==> config.mk <==
export PLATFORM = sky130hd
export DESIGN_NAME = spi_burst_scheduler
export DESIGN_NICKNAME = d
export VERILOG_FILES = /design/src/rtl/spi_burst_scheduler.sv
export SDC_FILE = /design/constraint.sdc
export NUM_CORES = 1
export LEC_CHECK = 0
export ABC_AREA = 0
export BUFFER_PORTS_ARGS = -buffer_cell sky130_fd_sc_hd__buf_4
export CORE_MARGIN = 3
export CORE_UTILIZATION = 40
export DETAILED_ROUTE_END_ITERATION = 12
export PLACE_DENSITY_LB_ADDON = 0.08
export RECOVER_POWER = 25
export SETUP_SLACK_MARGIN = 0.4
export SYNTH_ARGS = -nofsm -noshare
export SYNTH_HDL_FRONTEND = slang
export SYNTH_SLANG_ARGS = --single-unit
==> constraint.sdc <==
create_clock -name clk -period 1.8 [get_ports clk]
set_input_delay 0.36 -clock clk [delete_from_list [all_inputs] [get_ports clk]]
set_output_delay 0.36 -clock clk [all_outputs]
set_load 0.01 [all_outputs]
==> src/rtl/spi_burst_scheduler.sv <==
// rtl/spi_burst_scheduler.sv - frames header+payload bursts from a TX FIFO onto an SPI byte engine
module spi_burst_scheduler #(
  parameter int CS_SETUP   = 2,
  parameter int CS_HOLD    = 2,
  parameter int UR_TIMEOUT = 255
) (
  input  logic       clk,
  input  logic       rst,
  input  logic       enable,
  input  logic [7:0] fifo_rd_data,
  input  logic       fifo_empty,
  output logic       fifo_rd_en,
  output logic       eng_start,
  output logic [7:0] eng_tx_data,
  input  logic       eng_busy,
  input  logic       eng_done,
  input  logic [7:0] eng_rx_data,
  output logic       cs_n,
  output logic       rx_valid,
  output logic [7:0] rx_data,
  output logic       busy,
  output logic       err_underrun,
  input  logic       err_clr
);

  localparam logic [2:0] S_IDLE  = 3'd0;
  localparam logic [2:0] S_SETUP = 3'd1;
  localparam logic [2:0] S_LOAD  = 3'd2;
  localparam logic [2:0] S_XFER  = 3'd3;
  localparam logic [2:0] S_HOLD  = 3'd4;

  localparam logic [3:0] SETUP_LAST = 4'(CS_SETUP - 1);
  localparam logic [3:0] HOLD_LAST  = 4'(CS_HOLD - 1);
  localparam logic [7:0] UR_LAST    = 8'(UR_TIMEOUT - 1);

  logic [2:0] state;
  logic [4:0] remaining;
  logic [3:0] phase_cnt;
  logic [7:0] ur_cnt;
  logic       hdr_pop;
  logic       byte_issue;
  logic       ur_hit;

  // The underrun timer only runs while the engine is free and the FIFO is dry;
  // ur_hit fires on the cycle whose increment would reach UR_TIMEOUT.
  always_comb begin
    hdr_pop    = !rst && (state == S_IDLE) && enable && !fifo_empty;
    byte_issue = !rst && (state == S_LOAD) && !eng_busy && !fifo_empty;
    ur_hit     = (state == S_LOAD) && !eng_busy && fifo_empty && (ur_cnt == UR_LAST);
  end

  assign fifo_rd_en  = hdr_pop | byte_issue;
  assign eng_start   = byte_issue;
  assign eng_tx_data = byte_issue ? fifo_rd_data : 8'h00;
  assign cs_n        = (state == S_IDLE);
  assign busy        = (state != S_IDLE) | hdr_pop;

  always_ff @(posedge clk) begin
    if (rst) begin
      state        <= S_IDLE;
      remaining    <= 5'd0;
      phase_cnt    <= 4'd0;
      ur_cnt       <= 8'd0;
      rx_valid     <= 1'b0;
      rx_data      <= 8'h00;
      err_underrun <= 1'b0;
    end else begin
      rx_valid <= 1'b0;
      // Setting wins over a coincident clear so an abort is never lost.
      if (ur_hit) begin
        err_underrun <= 1'b1;
      end else if (err_clr) begin
        err_underrun <= 1'b0;
      end

      case (state)
        S_IDLE: begin
          if (hdr_pop) begin
            remaining <= {1'b0, fifo_rd_data[3:0]} + 5'd1;
            phase_cnt <= 4'd0;
            state     <= S_SETUP;
          end
        end
        S_SETUP: begin
          if (phase_cnt == SETUP_LAST) begin
            phase_cnt <= 4'd0;
            ur_cnt    <= 8'd0;
            state     <= S_LOAD;
          end else begin
            phase_cnt <= phase_cnt + 4'd1;
          end
        end
        S_LOAD: begin
          if (byte_issue) begin
            state <= S_XFER;
          end else if (ur_hit) begin
            phase_cnt <= 4'd0;
            state     <= S_HOLD;
          end else if (!eng_busy && fifo_empty) begin
            ur_cnt <= ur_cnt + 8'd1;
          end
        end
        S_XFER: begin
          if (eng_done) begin
            rx_data   <= eng_rx_data;
            rx_valid  <= 1'b1;
            remaining <= remaining - 5'd1;
            if (remaining == 5'd1) begin
              phase_cnt <= 4'd0;
              state     <= S_HOLD;
            end else begin
              ur_cnt <= 8'd0;
              state  <= S_LOAD;
            end
          end
        end
        S_HOLD: begin
          if (phase_cnt == HOLD_LAST) begin
            state <= S_IDLE;
          end else begin
            phase_cnt <= phase_cnt + 4'd1;
          end
        end
        default: state <= S_IDLE;
      endcase
    end
  end

endmodule

==> results.json, run 1 <==
{
  "max_freq_ghz": 0.554,
  "yosys_warnings": 0,
  "max-clock-path-buffers": 2,
  "worstHoldPathCells": 3,
  "max_slew.worst_pin.slew_ps": 380,
  "grt_busiest_layer": "met2",
  "rsz0062_at_grt": "true",
  "grt_pass1_vias": 1962,
  "ys.flop_type": "dfxtp_1",
  "io_pins": 45,
  "hold_class": "input pin to flop",
  "core-area_um2": 4170,
  "first_pass_iters": 8,
  "regArea_um2": 619,
  "power.density_nw_per_um2": 1080,
  "wl_per_cell_um": 15.0,
  "cp_cell_sequence": "or3_4 > inv_4 > and2_4 > inv_2 > buf_6",
  "grt_pass1_wl_um": 8930,
  "finalCriticalPeriod_ps": 1800,
  "vias": 2005,
  "cp.arrival_ps": 1440,
  "dr.first_iter.drc_count": 74,
  "htree_levels": 2,
  "r2r_setup_slack_ps": 10,
  "slowest_delay_ps": 440,
  "clockRootBuffer": "clkbuf_8",
  "grt_max_degree": 27,
  "path_max_fanout": 4,
  "cts.clk_slew.worst_paths_ps": 70,
  "synth_fp_nets": 256,
  "initial_utilization_pct": 43.2,
  "p_leak_nw": 1.23,
  "fin_crit_sh_pct": 100,
  "end_kind": "output port",
  "status": "finished, violations left",
  "ys_ff_latch": 30,
  "drive_gt1_share_pct": 51.2,
  "syn_area_um2": 1800,
  "finalMaxSlewViolations": 0,
  "synthDistinctLibCells": 51,
  "layout_setup_ws_ps": -4.35,
  "grt_overflow": 0,
  "startpoint_type": "flop",
  "ir_drop_uv": 516,
  "hold_end": "rx_data[4]",
  "synth_edf_count": 0,
  "antenna_found_initial": 0,
  "postRouteAntennaNets": 0,
  "nNetsFinal": 353,
  "cts_made_buffers": 5,
  "rows": 23,
  "port_buffers": 44,
  "grt_use_met3_pct": 4.55,
  "final_hold_viol_count": 0,
  "drcViolationCount": 3,
  "syn_inst": 226,
  "cp.required_ps": 1440,
  "syn2layout_area_growth_pct": 69.0,
  "timing.rr.end": "remaining[0]",
  "min_from": "eng_rx_data[4]",
  "layout_common_cells": "buf_4 (59), buf_6 (30), nand2_1 (24), dfxtp_1 (21)",
  "fin_skew_ps": 3.91,
  "final_common_cell": "buf_4",
  "die_x_um": 73.1,
  "yosysSeqAreaShare_pct": 33.3,
  "cap_violations": 0,
  "dp_hpwl_um": 3420,
  "crit_type": "flop to output port",
  "die-area_um2": 5350,
  "die_h_um": 73.1,
  "setup_viol": 1,
  "fillers": 320,
  "slew-limit-headroom_pct": 74.4,
  "cts_tree": "built",
  "viasPerCell": 5.36,
  "clock_sinks": 30,
  "critPathBufInv": 3,
  "grt_use_total_pct": 21.1,
  "wirelength_um": 5610,
  "pre_cts_ws_ps": -65.4,
  "avgSynthCellArea_um2": 7.98,
  "met2_usage_pct": 34.4,
  "slowest_stage": "or3_4",
  "synthArstFlopShare_pct": 0,
  "dpl.cell_count": 332,
  "path_delay_family": "simple AND/OR/NAND/NOR gates",
  "fin_cells": 374,
  "multiInputGateArea_um2": 1380,
  "num_antenna_cells": 0,
  "grt_use_met1_pct": 27.4,
  "violations": "DRC, setup timing",
  "worstSkewPairLatency_ps": 280,
  "place.gp.congestion": 0.857,
  "worst-r2r-cell-count": 7,
  "timing.rr.start": "state[1]"
}
-- cells by family (layout without fill, tap and decap cells) --
kind of cell / after synthesis / after routing / synth area share, %
AO/OA/AOI/OAI: 60 / 60 / 23.5
XOR/XNOR: 3 / 3 / 1.46
adder cells (fa/ha/maj): 7 / 7 / 4.86
buffers and inverters: 22 / 120 / 5.41
flip-flops: 30 / 30 / 33.3
multiplexers: 1 / 1 / 0.625
AND/OR/NAND/NOR: 103 / 103 / 30.9
-- worst register-to-register path, delay by kind of cell (launching register included) --
family	cells	cell delay, ps
buffers and inverters	4	500
DFF	1	360
AOI/OAI and AO/OA	2	360
and+or+nand+nor	1	440
-- metal layers --
layer  vias up  share of wire, %
met3         6               5.0
li1       1004                 -
met2        54                49
met4         0               1.5
met1       941                45
met5         -                 0
-- synth_stat cells, types with 2 or more instances --
library cell	n	area (µm²)
and3_1	9	56.3
a22o_1	2	17.5
o21bai_1	2	15.0
buf_2	3	15.0
a21oi_1	22	110
inv_1	11	41.3
and2_1	3	18.8
nand4_1	2	12.5
nand2_1	26	97.6
a2111oi_4	2	55.1
a21o_1	3	22.5
clkbuf_1	6	22.5
or3_1	4	25.0
or4_1	2	15.0
xnor2_1	2	17.5
o22ai_1	2	12.5
o21ai_0	12	60.1
nand4b_1	3	26.3
nor2_1	25	93.8
nor3_1	5	25.0
a31oi_1	3	18.8
ha_1	7	87.6
nand2b_1	6	37.5
a22oi_1	3	22.5
dfxtp_1	30	601
nand3_1	4	20.0
nand3b_1	2	15.0
nor3b_1	2	15.0
-- worst max path at each step --
stage / start / end / slack, ps / cells after the start
6_report: state[1] / busy / -4 / 5
5_1_grt: ur_cnt[0] / phase_cnt[0] / -60 / 8
4_1_cts: state[0] / busy / 10 / 5
3_5_place_dp: rst / phase_cnt[3] / -70 / 6
3_3_place_gp: rst / phase_cnt[3] / -60 / 6
2_1_floorplan: ur_cnt[0] / ur_cnt[7] / 40 / 7
-- layout make-up --
| class | count | share of cell area [%] |
|---|---|---|
| multi-input cells | 174 | 45.4 |
| repair buffers | 101 | 27.7 |
| flip-flops and latches | 30 | 20.3 |
| clock buffers | 6 | 2.71 |
| well taps | 50 | 2.05 |
| inverters | 11 | 1.44 |
| clock inverters | 2 | 0.411 |
-- flip-flops by register name, summed over array words and instances, names as in the netlist --
register / cells
remaining: 5
state: 3
phase_cnt: 4
err_underrun: 1
ur_cnt: 8
rx_valid: 1
rx_data: 8
-- what timing repair did --
action,CTS,global route
hold buffers,0,0
cloned,1,0
buffers inserted,22,11
endpoints found under the setup margin,39,41
gates resized for setup,44,43
pin swaps,32,25
-- power by group --
group | internal (W) | switching [W] | total [W]
sequential | 0.000741 | 0.0000704 | 0.000811
combinational | 0.00103 | 0.000864 | 0.00189
clock | 0.000307 | 0.000270 | 0.000577
total | 0.00207 | 0.00120 | 0.00328
-- stage by stage --
stage / hold slack, ps / area (µm²) / total power (W) / TNS [ps] / utilization, %
floorplan: 459 / 1880 / 0.00163 / 0 / -
detailed placement: 450 / 2370 / 0.00198 / -197 / 56.8
global route: 321 / 3050 / 0.00348 / -273 / 73.0
finish: 318 / 3050 / 0.00328 / -4.35 / 73.0
CTS: 309 / 2820 / 0.00295 / 0 / 67.6
global placement: 444 / 2370 / 0.00199 / -113 / 56.8
Power figures use the tool's default switching activity.
==> run 2: changes to the inputs <==
- MAX_ROUTING_LAYER: not set -> met4
- RECOVER_POWER: 25 -> 50
==> run 2 against run 1 <==
Net effect: the run still ends with DRC, setup timing left; global-route usage grew 0.61 points; critical endpoint unchanged; non-clock buffer count stayed put; largest cell class unchanged; cell count unchanged; clock power about the same.
==> results.json, run 2 (same netlist as run 1, synthesis figures left out) <==
{
  "grt_overflow": 0,
  "cts_hold_buf": 0,
  "die_h_um": 73.1,
  "clockRootBuffer": "clkbuf_8",
  "max_freq_ghz": 0.555,
  "power.density_nw_per_um2": 1070,
  "grt_pass1_wl_um": 8930,
  "num_antenna_cells": 0,
  "core-area_um2": 4170,
  "port_buffers": 44,
  "htree_levels": 2,
  "finish.utilization_pct": 72.8,
  "grt_use_met1_pct": 27.6,
  "met2_usage_pct": 34.4,
  "cts.clk_slew.worst_paths_ps": 70,
  "swShare_pct": 36.8,
  "ir_drop_uv": 510,
  "syn2layout_area_growth_pct": 68.5,
  "violations": "DRC, setup timing",
  "max_slew.worst_pin.slew_ps": 417,
  "startpoint_type": "flop",
  "grt_use_total_pct": 21.8,
  "slew-limit-headroom_pct": 72.2,
  "dp_hpwl_um": 3420,
  "setup_viol": 1,
  "clock_sinks": 30,
  "final_hold_viol_count": 0,
  "cp.arrival_ps": 1440,
  "die-area_um2": 5350,
  "worstSkewPairLatency_ps": 280,
  "drive_gt1_share_pct": 50.9,
  "grt_busiest_layer": "met2",
  "p_comb_share_pct": 57.4,
  "reg_top3": "rx_data x8, ur_cnt x8, remaining x5",
  "grt_max_degree": 27,
  "worst-r2r-cell-count": 7,
  "grt_use_met3_pct": 4.27,
  "cts_tree": "built",
  "vias": 1990,
  "fin_skew_ps": 3.48,
  "rows": 23,
  "rsz0062_at_grt": "true",
  "postRouteAntennaNets": 0,
  "clkPwrFrac_pct": 17.7,
  "worstHoldPathCells": 3,
  "drcViolationCount": 3,
  "dr.first_iter.drc_count": 67,
  "place.gp.congestion": 0.871,
  "cp.required_ps": 1440,
  "layout_common_cells": "buf_4 (58), buf_6 (29), nand2_1 (24), dfxtp_1 (21)",
  "max-clock-path-buffers": 2,
  "power_frac_seq_pct": 24.9,
  "power_w": 0.00326,
  "end_kind": "output port",
  "wirelength_um": 5620,
  "crit_type": "flop to output port",
  "path_max_fanout": 4,
  "cts_made_buffers": 5,
  "nNetsFinal": 353,
  "io_pins": 45,
  "p_leak_nw": 1.23,
  "first_pass_iters": 8,
  "grt_pass1_vias": 1962,
  "finalCriticalPeriod_ps": 1800,
  "p_switching_w": 0.00120,
  "wl_per_cell_um": 15.0,
  "fin_crit_sh_pct": 100,
  "die_x_um": 73.1,
  "cap_violations": 0,
  "final_common_cell": "buf_4",
  "antenna_found_initial": 0,
  "hold_class": "input pin to flop",
  "internal-power_w": 0.00206,
  "finalMaxSlewViolations": 0,
  "viasPerCell": 5.32,
  "layout_setup_ws_ps": -0.942,
  "initial_utilization_pct": 43.2,
  "status": "finished, violations left"
}
==> run 2: cell types whose count changed in the layout (fill, tap and decap cells not counted) <==
cell / previous run / this run
clkbuf_1: 10 / 11
clkbuf_2: 0 / 1
buf_6: 30 / 29
buf_4: 59 / 58
==> run 2: path summary, 6_finish.rpt <==
path                                endpoint      startpoint  slack (ps)
worst max-delay path                    busy        state[1]        -0.9
worst min-delay path              rx_data[4]  eng_rx_data[4]         320
worst max register to register  remaining[0]        state[1]          20
worst min register to register    rx_data[4]      rx_data[4]         450
==> run 2: worst max-delay path: stages (launching register included) <==
cell and delay (ps):
dfxtp_4 360, or3_4 440, inv_4 80, and2_4 140
inv_2 40, buf_6 110
==> run 2: cell type report <==
cell class / count / area, µm²
multi-input cells: 174 / 1380
fillers: 324 / 1130
repair buffers: 101 / 833
flip-flops and latches: 30 / 619
clock buffers: 6 / 82.6
well taps: 50 / 62.6
inverters: 11 / 43.8
clock inverters: 2 / 12.5
==> run 2: power groups by stage <==
| stage | Sequential (W) | Combinational, W | Clock (W) |
|---|---|---|---|
| floorplan | 0.000794 | 0.000836 | 0 |
| global placement | 0.000829 | 0.00116 | 0 |
| detailed placement | 0.000827 | 0.00116 | 0 |
| CTS | 0.000807 | 0.00155 | 0.000593 |
| global route | 0.000820 | 0.00202 | 0.000623 |
| finish | 0.000811 | 0.00187 | 0.000576 |
==> run 2: per-layer routing <==
layer,wire (µm),share of wire (%),vias up
met1,2540,45,928
met5,0,0,-
met4,82,1.5,0
met3,271,4.8,6
li1,-,-,1003
met2,2720,48,53
==> run 2: stage by stage <==
step	hold slack (ps)	cells	cell area, µm²	TNS (ps)	setup WS, ps
finish	318	374	3040	-0.942	-0.942
global route	321	374	3040	-274	-58.0
CTS	309	363	2820	0	12.4
detailed placement	450	332	2370	-197	-65.4
global placement	444	332	2370	-113	-56.9
floorplan	459	226	1880	0	35.2
==> run 2: timing repair <==
action / CTS / global route
cloned: 1 / 0
gates resized for setup: 44 / 43
pin swaps: 32 / 25
setup buffers: 22 / 11
setup endpoints to repair: 39 / 41
